===== src/rtl/irq_ctl_pkg.sv =====
// -----------------------------------------------------------------------------
// irq_ctl_pkg
// Shared definitions for the interrupt request controller:
//   - software register addresses (MASK, PEND, CUR, SWI)
//   - controller state encoding (IDLE, REQ, SERVICE)
//   - position of the busy flag inside the CUR register
// -----------------------------------------------------------------------------
package irq_ctl_pkg;

    // Register map, selected by reg_addr
    localparam logic [1:0] IRQ_MASK = 2'd0;   // RW, 1 = source enabled
    localparam logic [1:0] IRQ_PEND = 2'd1;   // R, write-1-to-clear
    localparam logic [1:0] IRQ_CUR  = 2'd2;   // R, {busy, ..., irq_vec}
    localparam logic [1:0] IRQ_SWI  = 2'd3;   // W, write-1-to-set PEND; reads 0

    // Bit of CUR that reports "a request is outstanding or being serviced"
    localparam int CUR_BUSY_BIT = 31;

    typedef enum logic [1:0] {
        IC_IDLE = 2'd0,
        IC_REQ  = 2'd1,
        IC_SERV = 2'd2
    } ic_state_t;

endpackage


===== src/rtl/irq_prio_enc.sv =====
// -----------------------------------------------------------------------------
// irq_prio_enc
// Lowest-index-first priority encoder, purely combinational.
// Ports:
//   req : N_SRC request vector
//   idx : VW-bit index of the lowest set bit of req (0 when req is empty)
//   any : 1 when at least one bit of req is set
// -----------------------------------------------------------------------------
module irq_prio_enc #(
    parameter int N_SRC = 8,
    parameter int VW    = 5
) (
    input  logic [N_SRC-1:0] req,
    output logic [VW-1:0]    idx,
    output logic             any
);

    // Scanning from the top down lets the lowest set bit overwrite last.
    // NOTE: idx gets a default before the loop so no path leaves it
    // unassigned; otherwise synthesis would infer a latch.
    always_comb begin
        idx = '0;
        for (int i = N_SRC - 1; i >= 0; i--) begin
            if (req[i]) begin
                idx = VW'(i);
            end
        end
    end

    assign any = |req;

endmodule


===== src/rtl/irq_ctl.sv =====
// -----------------------------------------------------------------------------
// irq_ctl
// Interrupt request controller: source end of the irq/iack handshake with the
// core control FSM. Rising edges on the peripheral lines are latched into
// PEND, qualified by MASK, and the lowest-index enabled source is presented to
// the core one request at a time with a frozen vector.
// Ports:
//   clk       : system clock, rising edge
//   rst       : asynchronous, active-low reset
//   src_irq   : N_SRC peripheral interrupt lines (rising edge = event)
//   iack      : acknowledge from the control FSM (rise = IRQ entry, fall = RET)
//   irq       : registered request to the control FSM
//   irq_vec   : registered index of the requested / serviced source
//   reg_we    : register write strobe
//   reg_addr  : register select (MASK, PEND, CUR, SWI)
//   reg_wdata : register write data
//   reg_rdata : register read data, combinational from reg_addr
// -----------------------------------------------------------------------------
module irq_ctl
    import irq_ctl_pkg::*;
#(
    parameter int N_SRC = 8,
    parameter int VW    = 5
) (
    input  logic             clk,
    input  logic             rst,
    input  logic [N_SRC-1:0] src_irq,
    input  logic             iack,
    output logic             irq,
    output logic [VW-1:0]    irq_vec,
    input  logic             reg_we,
    input  logic [1:0]       reg_addr,
    input  logic [31:0]      reg_wdata,
    output logic [31:0]      reg_rdata
);

    localparam logic [N_SRC-1:0] SRC_ONE = N_SRC'(1);

    ic_state_t          state;
    logic [N_SRC-1:0]   mask;
    logic [N_SRC-1:0]   pend;
    logic [N_SRC-1:0]   src_q;

    logic [N_SRC-1:0]   wdata_src;
    logic               wr_mask;
    logic               wr_pend;
    logic               wr_swi;
    logic [N_SRC-1:0]   rise;
    logic [N_SRC-1:0]   sw_clr;
    logic [N_SRC-1:0]   ack_clr;
    logic [N_SRC-1:0]   swi_set;
    logic [N_SRC-1:0]   pend_next;
    logic [N_SRC-1:0]   active;
    logic [VW-1:0]      prio_idx;
    logic               prio_any;

    // Write-data bits above N_SRC have no destination.
    logic               unused_wdata;
    assign unused_wdata = ^reg_wdata;

    assign wdata_src = reg_wdata[N_SRC-1:0];
    assign wr_mask   = reg_we && (reg_addr == IRQ_MASK);
    assign wr_pend   = reg_we && (reg_addr == IRQ_PEND);
    assign wr_swi    = reg_we && (reg_addr == IRQ_SWI);

    assign rise    = src_irq & ~src_q;
    assign sw_clr  = wr_pend ? wdata_src : '0;
    assign swi_set = wr_swi  ? wdata_src : '0;

    // The serviced source is retired on the same edge that enters SERVICE.
    assign ack_clr = ((state == IC_REQ) && iack) ? (SRC_ONE << irq_vec) : '0;

    // Sets are OR-ed in after the clear so a new event in the same cycle
    // always survives.
    assign pend_next = (pend & ~(sw_clr | ack_clr)) | rise | swi_set;

    assign active = pend & mask;

    irq_prio_enc #(
        .N_SRC (N_SRC),
        .VW    (VW)
    ) u_prio_enc (
        .req (active),
        .idx (prio_idx),
        .any (prio_any)
    );

    // NOTE: every register here, including MASK, is cleared by the async
    // reset; there is no storage array that could be left uninitialised.
    // NOTE: state is updated with non-blocking assignments so all flops
    // sample the pre-edge values regardless of statement order.
    always_ff @(posedge clk or negedge rst) begin
        if (!rst) begin
            src_q <= '0;
            pend  <= '0;
            mask  <= '0;
        end else begin
            src_q <= src_irq;
            pend  <= pend_next;
            if (wr_mask) begin
                mask <= wdata_src;
            end
        end
    end

    // Request/acknowledge FSM. irq and irq_vec are registered and frozen
    // from IDLE->REQ until the next request; later changes to MASK or PEND
    // never retract an issued request.
    always_ff @(posedge clk or negedge rst) begin
        if (!rst) begin
            state   <= IC_IDLE;
            irq     <= 1'b0;
            irq_vec <= '0;
        end else begin
            case (state)
                IC_IDLE: begin
                    // iack must be low so a late RET never looks like an ack.
                    if (prio_any && !iack) begin
                        state   <= IC_REQ;
                        irq     <= 1'b1;
                        irq_vec <= prio_idx;
                    end
                end
                IC_REQ: begin
                    if (iack) begin
                        state <= IC_SERV;
                        irq   <= 1'b0;
                    end
                end
                IC_SERV: begin
                    // iack falling marks the core's RET; no nesting before it.
                    if (!iack) begin
                        state <= IC_IDLE;
                    end
                end
                default: begin
                    state <= IC_IDLE;
                    irq   <= 1'b0;
                end
            endcase
        end
    end

    always_comb begin
        reg_rdata = '0;
        case (reg_addr)
            IRQ_MASK: reg_rdata[N_SRC-1:0] = mask;
            IRQ_PEND: reg_rdata[N_SRC-1:0] = pend;
            IRQ_CUR: begin
                reg_rdata[CUR_BUSY_BIT] = (state != IC_IDLE);
                reg_rdata[VW-1:0]       = irq_vec;
            end
            default: reg_rdata = '0;
        endcase
    end

endmodule


===== config.mk =====
export PLATFORM = sky130hd
export DESIGN_NAME = irq_ctl
export DESIGN_NICKNAME = d
export VERILOG_FILES = /design/src/rtl/irq_ctl_pkg.sv /design/src/rtl/irq_prio_enc.sv /design/src/rtl/irq_ctl.sv
export SDC_FILE = /design/constraint.sdc
export NUM_CORES = 1
export LEC_CHECK = 0
export ABC_AREA = 1
export BUFFER_PORTS_ARGS = -buffer_cell sky130_fd_sc_hd__buf_2
export CORE_ASPECT_RATIO = 1.4
export CORE_MARGIN = 3
export CORE_UTILIZATION = 50
export CTS_BUF_LIST = sky130_fd_sc_hd__clkbuf_4 sky130_fd_sc_hd__clkbuf_8
export CTS_CLUSTER_DIAMETER = 100
export DETAILED_ROUTE_END_ITERATION = 6
export PLACE_DENSITY_LB_ADDON = 0.12
export SLEW_MARGIN = 20
export SYNTH_ARGS = -nofsm -noshare
export SYNTH_HDL_FRONTEND = slang
export SYNTH_SLANG_ARGS = --single-unit

===== constraint.sdc =====
create_clock -name clk -period 3.35 [get_ports clk]
set_clock_uncertainty 0.05 [all_clocks]
set_input_delay 0.335 -clock clk [delete_from_list [all_inputs] [get_ports clk]]
set_output_delay 0.335 -clock clk [all_outputs]
set_load 0.005 [all_outputs]

Word level (Yosys, flattened, before mapping)
Cells that the tools add are included.
{"block": "classes", "div_mod_pow": 0, "n_shift": 1, "bitwise_logic": 9, "n_addsub": 0, "eq_ne": 8, "n_mux": 21, "n_reduce_logical": 13, "n_mul": 0, "n_lt_le_gt_ge": 0}
{"cell": "$and 8x8->8", "count": 3}
{"cell": "$mux 3", "count": 8}
{"cell": "$mux 8", "count": 3}
{"cell": "$or 8x8->8", "count": 3}
{"cell": "$not 8->8", "count": 2}
{"cell": "$pmux 5 s3", "count": 1}
{"cell": "$reduce_or 8->1", "count": 1}
{"cell": "$shl 1x5->8 const A", "count": 1}
{"cell": "$eq 2x2->1 const B", "count": 3}
{"cell": "$mux 2", "count": 3}
{"cell": "$ne 2x2->1 const B", "count": 3}
{"cell": "$pmux 2 s3", "count": 1}
{"cell": "$pmux 3 s2", "count": 1}
{"cell": "$reduce_and 3->1", "count": 2}
{"cell": "$logic_and 1x1->1", "count": 5}
{"cell": "$eq 2x1->1 const B", "count": 2}
{"cell": "$logic_not 2->1", "count": 2}
{"cell": "$mux 1", "count": 3}
{"cell": "$pmux 1 s3", "count": 1}
{"cell": "$reduce_and 2->1", "count": 1}
{"cell": "$reduce_bool 2->1", "count": 1}
{"cell": "$logic_not 1->1", "count": 1}
{"cell": "$not 1->1", "count": 1}
{"block": "word_totals", "mem_bits_ro": 0, "ff_bits": 32, "memories": 0, "ramBits": 0, "output_inout_bits": 38, "latchBits": 0}

Depth between registers and ports, before layout
Gate-level depths: netlist of run 1.
{"block": "depth", "word_depth": 9, "depth_mapped": 9}

By module
A second synthesis of run 1 with hierarchy kept.
{"block": "hier_totals", "cells_unflattened": 258, "area_unflattened_um2": 1916.8}
{"mod": "irq_ctl", "cells_each": 233, "instances": 1, "area_per_inst_um2": 1799.2}
{"mod": "irq_prio_enc", "cells_each": 25, "instances": 1, "area_per_inst_um2": 117.6}

Worst setup path before layout of run 1
Ideal clock, no wire load.
{"block": "synth_path", "path_type": "input to output", "start": "input port reg_addr[0]", "end": "output port reg_rdata[3]", "t_required_ns": 2.965, "path_stages": 4, "path_buffers": 0, "t_arrival_ns": 0.913, "setup_slack_ns": 2.052, "path_cell_list": "inv_2 or2_4 inv_1 a22o_1"}
{"block": "synth_via", "elab_chain_len": 2, "word_cells_on_any_way": 4}
{"item": "from (decl)", "line": "irq_ctl.sv:32", "text": "input logic [1:0] reg_addr,"}
{"item": "$eq 2x2->1 (tied with other cells)", "line": "irq_ctl.sv:146", "text": "case (reg_addr)"}
{"item": "$pmux 5 s3 *", "line": "irq_ctl.sv:146"}
{"item": "to (decl)", "line": "irq_ctl.sv:34", "text": "output logic [31:0] reg_rdata"}
Every way passes the cells marked *; elsewhere a longest branch is shown, timed or not.

Worst setup path in the final report of run 1
{"block": "layout_path", "start": "input port reg_addr[0]", "end": "output port reg_rdata[1]"}
The elaborated chain is that of the path after synthesis.

==> results of run 1 <==
-- cells in the final DEF (no fill, tap or decap) --
master     instances
nor2_4             1
nand3_2            4
a21oi_1            4
buf_2             34
mux2_2             8
o211ai_2           4
nor2_2             1
a22o_1             5
nor2_8             1
clkbuf_8           6
nand4_1            8
nand2_4            1
inv_2              2
bufinv_16          1
o21ai_1            3
nand2_1           50
o31ai_1            1
nand3_1            5
or2_4              1
a21boi_0           1
o211ai_1           8
dfrtp_1           30
conb_1            25
inv_1             16
nor2_1             4
-- power by group through the flow --
stage,Clock (W),Combinational (W),Sequential [W]
finish,0.000365,0.000347,0.000519
global route,0.000386,0.000398,0.000531
CTS,0.000373,0.000349,0.000517
detailed placement,0,0.000348,0.000521
global placement,0,0.000333,0.000518
floorplan,0,0.000250,0.000507
-- registers in the layout, indices dropped and copies added (netlist names) --
register and cells:
irq 1, mask 8, irq_vec 3, src_q 8
pend 8, state 2
-- routing by layer --
| metal | global-route usage | vias up |
|---|---|---|
| li1 | - | 643 |
| met3 | 0.04810 | 6 |
| met2 | 0.3303 | 64 |
| met4 | 0.07027 | 0 |
| met1 | 0.2477 | 635 |
| met5 | 0 | - |
-- cell type report --
| cell class | count | share of cell area |
|---|---|---|
| multi-input combinational | 135 | 0.3990 |
| tap | 39 | 0.02551 |
| clock inverter | 1 | 0.01570 |
| sequential | 30 | 0.3924 |
| inverter | 18 | 0.03532 |
| timing repair buffer | 34 | 0.08895 |
| clock buffer | 6 | 0.04317 |
-- worst reg2reg max path: stages (launching register included) --
cell and delay [ns]:
dfrtp_1 0.42, inv_1 0.12, nand2_1 0.08, nor2_1 0.17, o21ai_1 0.13, nand2_1 0.14
inv_2 0.07, nand2_1 0.06, nand2_1 0.06
-- stage by stage --
stage	instances	util	hold slack, ns	instance area, um2	setup slack, ns
after CTS	263	0.6067	0.06052	1913	1.588
after detailed placement	256	0.5710	0.3583	1800	1.593
after global routing	263	0.6067	0.09315	1913	1.542
after floorplan	208	-	-0.01059	1769	2.052
after global placement	256	0.5710	0.3428	1800	1.628
final	263	0.6067	0.04035	1913	1.588
-- cells by family after synthesis --
kind of cell / count (synthesis) / share of synthesized area
AND/OR/NAND/NOR: 76 / 0.2235
buffers and inverters: 43 / 0.1520
flip-flops: 30 / 0.4471
AO/OA/AOI/OAI: 26 / 0.1215
multiplexers: 8 / 0.05365
other: 1 / 0.002233
-- worst max-delay path by stage --
stage / from / end / cells past startpoint
after global routing: reg_addr[0] / reg_rdata[2] / 7
final: reg_addr[0] / reg_rdata[1] / 7
after floorplan: reg_addr[0] / reg_rdata[3] / 4
after global placement: reg_addr[0] / reg_rdata[0] / 7
after CTS: reg_addr[0] / reg_rdata[0] / 7
after detailed placement: reg_addr[0] / reg_rdata[0] / 7
==> metrics.md, run 1 <==
| Metric | Value |
|---|---|
| Status | `finished, final reports clean` |
| DR iter-0 viols | `68` |
| NetSw | `0.0004132 W` |
| Largest cells by area after synthesis | `dfrtp_1 45%, buf_4 11%, nand2_1 11%` |
| # IOs | `84` |
| Pwr dens | `643.3 mW/mm2` |
| CTS sink count | `30` |
| Post-synth EDFFs | `0` |
| Most common cell in the synthesized netlist | `nand2_1` |
| Highest net fanout along the worst path | `8` |
| Synth area leader | `dfrtp_1` |
| Crit path max-delay family | `buffers and inverters` |
| Core area | `0.003153 mm2` |
| Peak VDD IR | `0.5126 mV` |
| Register area | `750.7 um2` |
| Final Hold Viols | `0` |
| Multi-input logic area | `763.2 um2` |
| Post-synthesis sequential area ratio | `0.4471` |
| Clock transition at the registers of the reported paths | `0.07 ns` |
| CTS max path bufs | `2` |
| Syn Area/Cell | `9.126 um2` |
| DP HPWL | `2.728 mm` |
| F_max | `567.5 MHz` |
| Slew margin rel. | `0.5310` |
| Highest metal used | `met4` |
| Clk root buf | `clkbuf_8` |
| Internal Power | `0.0008175 W` |
| Combined buffer and inverter count along the critical path | `4` |
| Die X | `54.98 um` |
| Final setup TNS | `0 ns` |
| Overflow after GRT | `0` |
| Crit path launch type | `primary input` |
| Max cap viols | `0` |
| Vias | `1,348` |
| Nets | `270` |
| CP max stage delay | `0.27 ns` |
| Met2 wire length | `1.862 mm` |
| R2R Path Start | `state[1]` |
| Synth Cell Area | `0.001679 mm2` |
| H-tree levels | `2` |
| Later-pin clock latency in the skew report | `0.28 ns` |
| Reg-to-reg endpoint | `irq_vec[0]` |
| Worst-margin pin slew | `0.7009 ns` |
| RSZ-0062 raised after global routing | `false` |
| Die Ht | `74.57 um` |
| Post-route ant nets | `0` |
| Final setup viols | `0` |
| CTS tree | `done` |
| WL final | `3.600 mm` |
| Unique cell type count in the Yosys netlist | `23` |
| Gate Count Post-Synth | `184` |
| Slew Limit Fails | `0` |
| Yosys reg bits | `30` |
| Synth Warn # | `0` |
| Met1 Wirelength | `1.429 mm` |
| P&R area growth vs syn | `13.93%` |
| Static Leak | `1.009 nW` |
| Die area | `0.004099 mm2` |
| Met3 WL | `258 um` |
| Vias per std cell | `5.125` |
| Flop pwr share | `0.422` |
| Ys async rst share | `1.000` |
| FILL cells | `291` |
| FP Rows | `24` |
| Initial Utilization | `0.5325` |
| Combinational Power Share | `0.282` |
| Hold Buf Count CTS | `0` |
| Initial antenna violation count | `0` |
| PostCTS Resize Cnt | `0` |
| Critical Path Most Common Cell | `buf_2` |
| Crit path capture type | `output port` |
| Clock power frac | `0.296` |
| Switching share of power | `0.3357` |
| Average wire per standard cell | `13.69 um` |
| CP Class | `primary input to output port` |
| Crit-path cells | `buf_2, inv_2, or2_4, inv_1, nand2_1, o211ai_1, buf_2` |
| Hold crit path type | `primary input to async pin` |
| Fin crit share | `0.5260` |
| Yosys top cell area share | `0.4471` |
| Vias in the first global route | `1,311` |
| Layout cell share with drive strength beyond 1 | `0.2857` |
| WP data required | `2.96 ns` |
| GP Congestion | `0.8433` |
| Largest net degree at the start of global routing | `31` |
| Slowest-stage cell, CP | `inv_1` |
| Synth top cells by count | `50 x nand2_1, 30 x dfrtp_1, 25 x buf_4` |
| GRT Total Usage | `0.1990` |
| Worst Path Arrival | `1.38 ns` |
| R2R setup slack | `1.96 ns` |
| First-pass GRT wire length | `5.809 mm` |
| Port Buffers | `34` |
| Clock buffer count from CTS | `5` |
| Buffer count from post-CTS setup fixing | `0` |
| Fin crit period | `1.762 ns` |
| Ant. Diodes | `0` |
| Detailed Routing Iterations Pass 1 | `4` |
| Worst reg-to-reg path cell count | `8` |
| DRC violations left | `0` |
| Tot Pwr | `0.001231 W` |
| Primary FF master, synth | `dfrtp_1` |
(Power assumes the default switching activity.)
==> run 2: changes to the inputs <==
--- a/config.mk
+++ b/config.mk
@@ -5,11 +5,11 @@
 export SDC_FILE = /design/constraint.sdc
 export NUM_CORES = 1
 export LEC_CHECK = 0
-export ABC_AREA = 1
+export ABC_AREA = 0
 export BUFFER_PORTS_ARGS = -buffer_cell sky130_fd_sc_hd__buf_2
 export CORE_ASPECT_RATIO = 1.4
 export CORE_MARGIN = 3
-export CORE_UTILIZATION = 50
+export CORE_UTILIZATION = 42
 export CTS_BUF_LIST = sky130_fd_sc_hd__clkbuf_4 sky130_fd_sc_hd__clkbuf_8
 export CTS_CLUSTER_DIAMETER = 100
 export DETAILED_ROUTE_END_ITERATION = 6
==> constraint.sdc (replaced) <==
create_clock -name clk -period 1.59 [get_ports clk]
set_clock_uncertainty 0.05 [all_clocks]
set_input_delay 0.159 -clock clk [delete_from_list [all_inputs] [get_ports clk]]
set_output_delay 0.159 -clock clk [all_outputs]
set_load 0.005 [all_outputs]
==> metrics.md, run 2 <==
| Metric | Value |
|---|---|
| Post-layout util | `0.5331` |
| CP max stage delay | `0.40 ns` |
| # IOs | `84` |
| Final setup viols | `0` |
| Vias | `1,331` |
| Yosys top cell area share | `0.4525` |
| Hold Crit Start | `iack` |
| First-pass GRT wire length | `6.085 mm` |
| Crit path max-delay family | `compound AO/OA/AOI/OAI gates` |
| Reg-to-reg endpoint | `irq` |
| Crit path capture type | `flop` |
| Highest net fanout along the worst path | `4` |
| Hold WS | `0.05709 ns` |
| Layout cell share with drive strength beyond 1 | `0.2613` |
| CP Class | `flop to flop` |
| CTS max path bufs | `2` |
| Yosys reg bits | `30` |
| Detailed Routing Iterations Pass 1 | `4` |
| Slowest-stage cell, CP | `dfrtp_1` |
| CTS sink count | `30` |
| Post-Place Cells | `247` |
| Top flop regs | `mask x8, pend x8, src_q x8` |
| Die area | `0.004751 mm2` |
| Tot Pwr | `0.002352 W` |
| Primary FF master, synth | `dfrtp_1` |
| Core area | `0.003741 mm2` |
| Status | `finished, final reports clean` |
| Synth Cell Area | `0.001659 mm2` |
| Worst reg-to-reg path cell count | `4` |
| Largest net degree at the start of global routing | `31` |
| Clock transition at the registers of the reported paths | `0.06 ns` |
| Crit-path cells | `a22oi_1, and4_1, nor2b_1, a21o_1` |
| Crit path launch type | `flop` |
| Post-route ant nets | `0` |
| DP HPWL | `2.811 mm` |
| Commonest cells after routing, fill and taps aside | `34 x buf_2, 30 x dfrtp_1, 25 x conb_1` |
| Nets | `267` |
| Initial Utilization | `0.4435` |
| GRT Total Usage | `0.1738` |
| WL final | `3.699 mm` |
| Hold path endpoint | `state[0]` |
| FP Rows | `26` |
| Static Leak | `0.9745 nW` |
| Synth Warn # | `0` |
| Vias per std cell | `5.042` |
| Final setup TNS | `0 ns` |
| Most used routing layer | `met2` |
| F_max | `699.5 MHz` |
| Average wire per standard cell | `14.01 um` |
| Die Ht | `80.37 um` |
| Largest cells by area after synthesis | `dfrtp_1 45%, buf_4 11%, mux2_2 5.4%` |
| Commonest non-fill, non-tap cell in the layout | `buf_2` |
| Worst-margin pin slew | `0.6775 ns` |
| Ys async rst share | `1.000` |
| Gate Count Post-Synth | `170` |
| Unique cell type count in the Yosys netlist | `33` |
| CTS tree | `done` |
| R2R Path Start | `pend[6]` |
| Vias in the first global route | `1,257` |
| P&R area growth vs syn | `20.21%` |
| Fin crit period | `1.430 ns` |
| Synth area leader | `dfrtp_1` |
| Clk root buf | `clkbuf_8` |
| Met2 Use GR | `0.2732` |
| Slew Limit Fails | `0` |
| Ant. Diodes | `0` |
| Met3 usage | `0.05466` |
| Setup crit start | `pend[6]` |
| Overflow after GRT | `0` |
| Hold crit path type | `primary input to flop` |
| Max cap viols | `0` |
| RSZ-0062 raised after global routing | `false` |
| Pwr dens | `1179 mW/mm2` |
| PostCTS Resize Cnt | `0` |
| Final Hold Viols | `0` |
| Later-pin clock latency in the skew report | `0.28 ns` |
| GP Congestion | `0.8528` |
| Most common cell in the synthesized netlist | `dfrtp_1` |
| DR iter-0 viols | `62` |
| H-tree levels | `2` |
| Worst Path Arrival | `1.55 ns` |
| Port Buffers | `34` |
| DRC violations left | `0` |
| WP data required | `1.71 ns` |
| Synth top cells by count | `30 x dfrtp_1, 25 x buf_4, 20 x nand2_1` |
| Hold depth | `2` |
| Clock buffer count from CTS | `5` |
| Slew margin rel. | `0.5483` |
| Fin crit share | `0.8992` |
| Syn Area/Cell | `9.759 um2` |
| Finished Layout Cells | `264` |
| Cell depth of the worst setup path | `4` |
| Die X | `59.12 um` |
| Initial antenna violation count | `0` |
| Combined buffer and inverter count along the critical path | `0` |
| Post-synthesis sequential area ratio | `0.4525` |
| R2R setup slack | `0.16 ns` |
| Peak VDD IR | `0.7020 mV` |
| Met1 track demand over resource | `0.2065` |
| Post-synth EDFFs | `0` |
[run 2: kinds of logic after synthesis]
logic type	count (synthesis)	share of synthesized area
and+or+nand+nor	47	0.1493
DFF	30	0.4525
muxes	16	0.1026
xor gates and xnor gates	1	0.005280
buffers and inverters	38	0.1433
other	1	0.002260
AOI/OAI and AO/OA	37	0.1448
[run 2: timing repair]
item                       CTS  global route
setup buffers                0             0
hold buffers                 9             0
setup endpoints to repair    0             0
hold endpoints to repair    38             0
[run 2: routing by layer]
metal  vias up  wire [um]
li1        644          -
met1       617       1494
met2        60       1831
met3        10        266
met4         0        108
met5         -          0
[run 2: through the flow]
| step | area, um2 | setup slack [ns] |
|---|---|---|
| 4_1_cts | 1994 | 0.1566 |
| 5_1_grt | 1994 | 0.09217 |
| 3_3_place_gp | 1809 | 0.1860 |
| 3_5_place_dp | 1809 | 0.1599 |
| 6_report | 1994 | 0.1603 |
| 2_1_floorplan | 1749 | 0.2167 |
[run 2: worst max path at each step]
stage,to,slack (ns)
CTS,irq,0.16
detailed placement,irq,0.16
floorplan,pend[1],0.22
global placement,pend[0],0.19
global route,pend[6],0.09
finish,irq,0.16
[run 2: where the power goes]
| part | internal, W | switching (W) | leakage, nW |
|---|---|---|---|
| Clock | 0.000365 | 0.000269 | 0.0517 |
| Sequential | 0.000910 | 0.000172 | 0.339 |
| Combinational | 0.000317 | 0.000318 | 0.584 |
[run 2: cell type report]
type | instances | area (um2)
sequential | 30 | 750.7
tap | 42 | 52.55
multi-input combinational | 126 | 760.7
inverter | 10 | 37.54
clock inverter | 1 | 5.005
clock buffer | 7 | 90.09
timing repair buffer | 48 | 297.8
fill | 362 | 1747
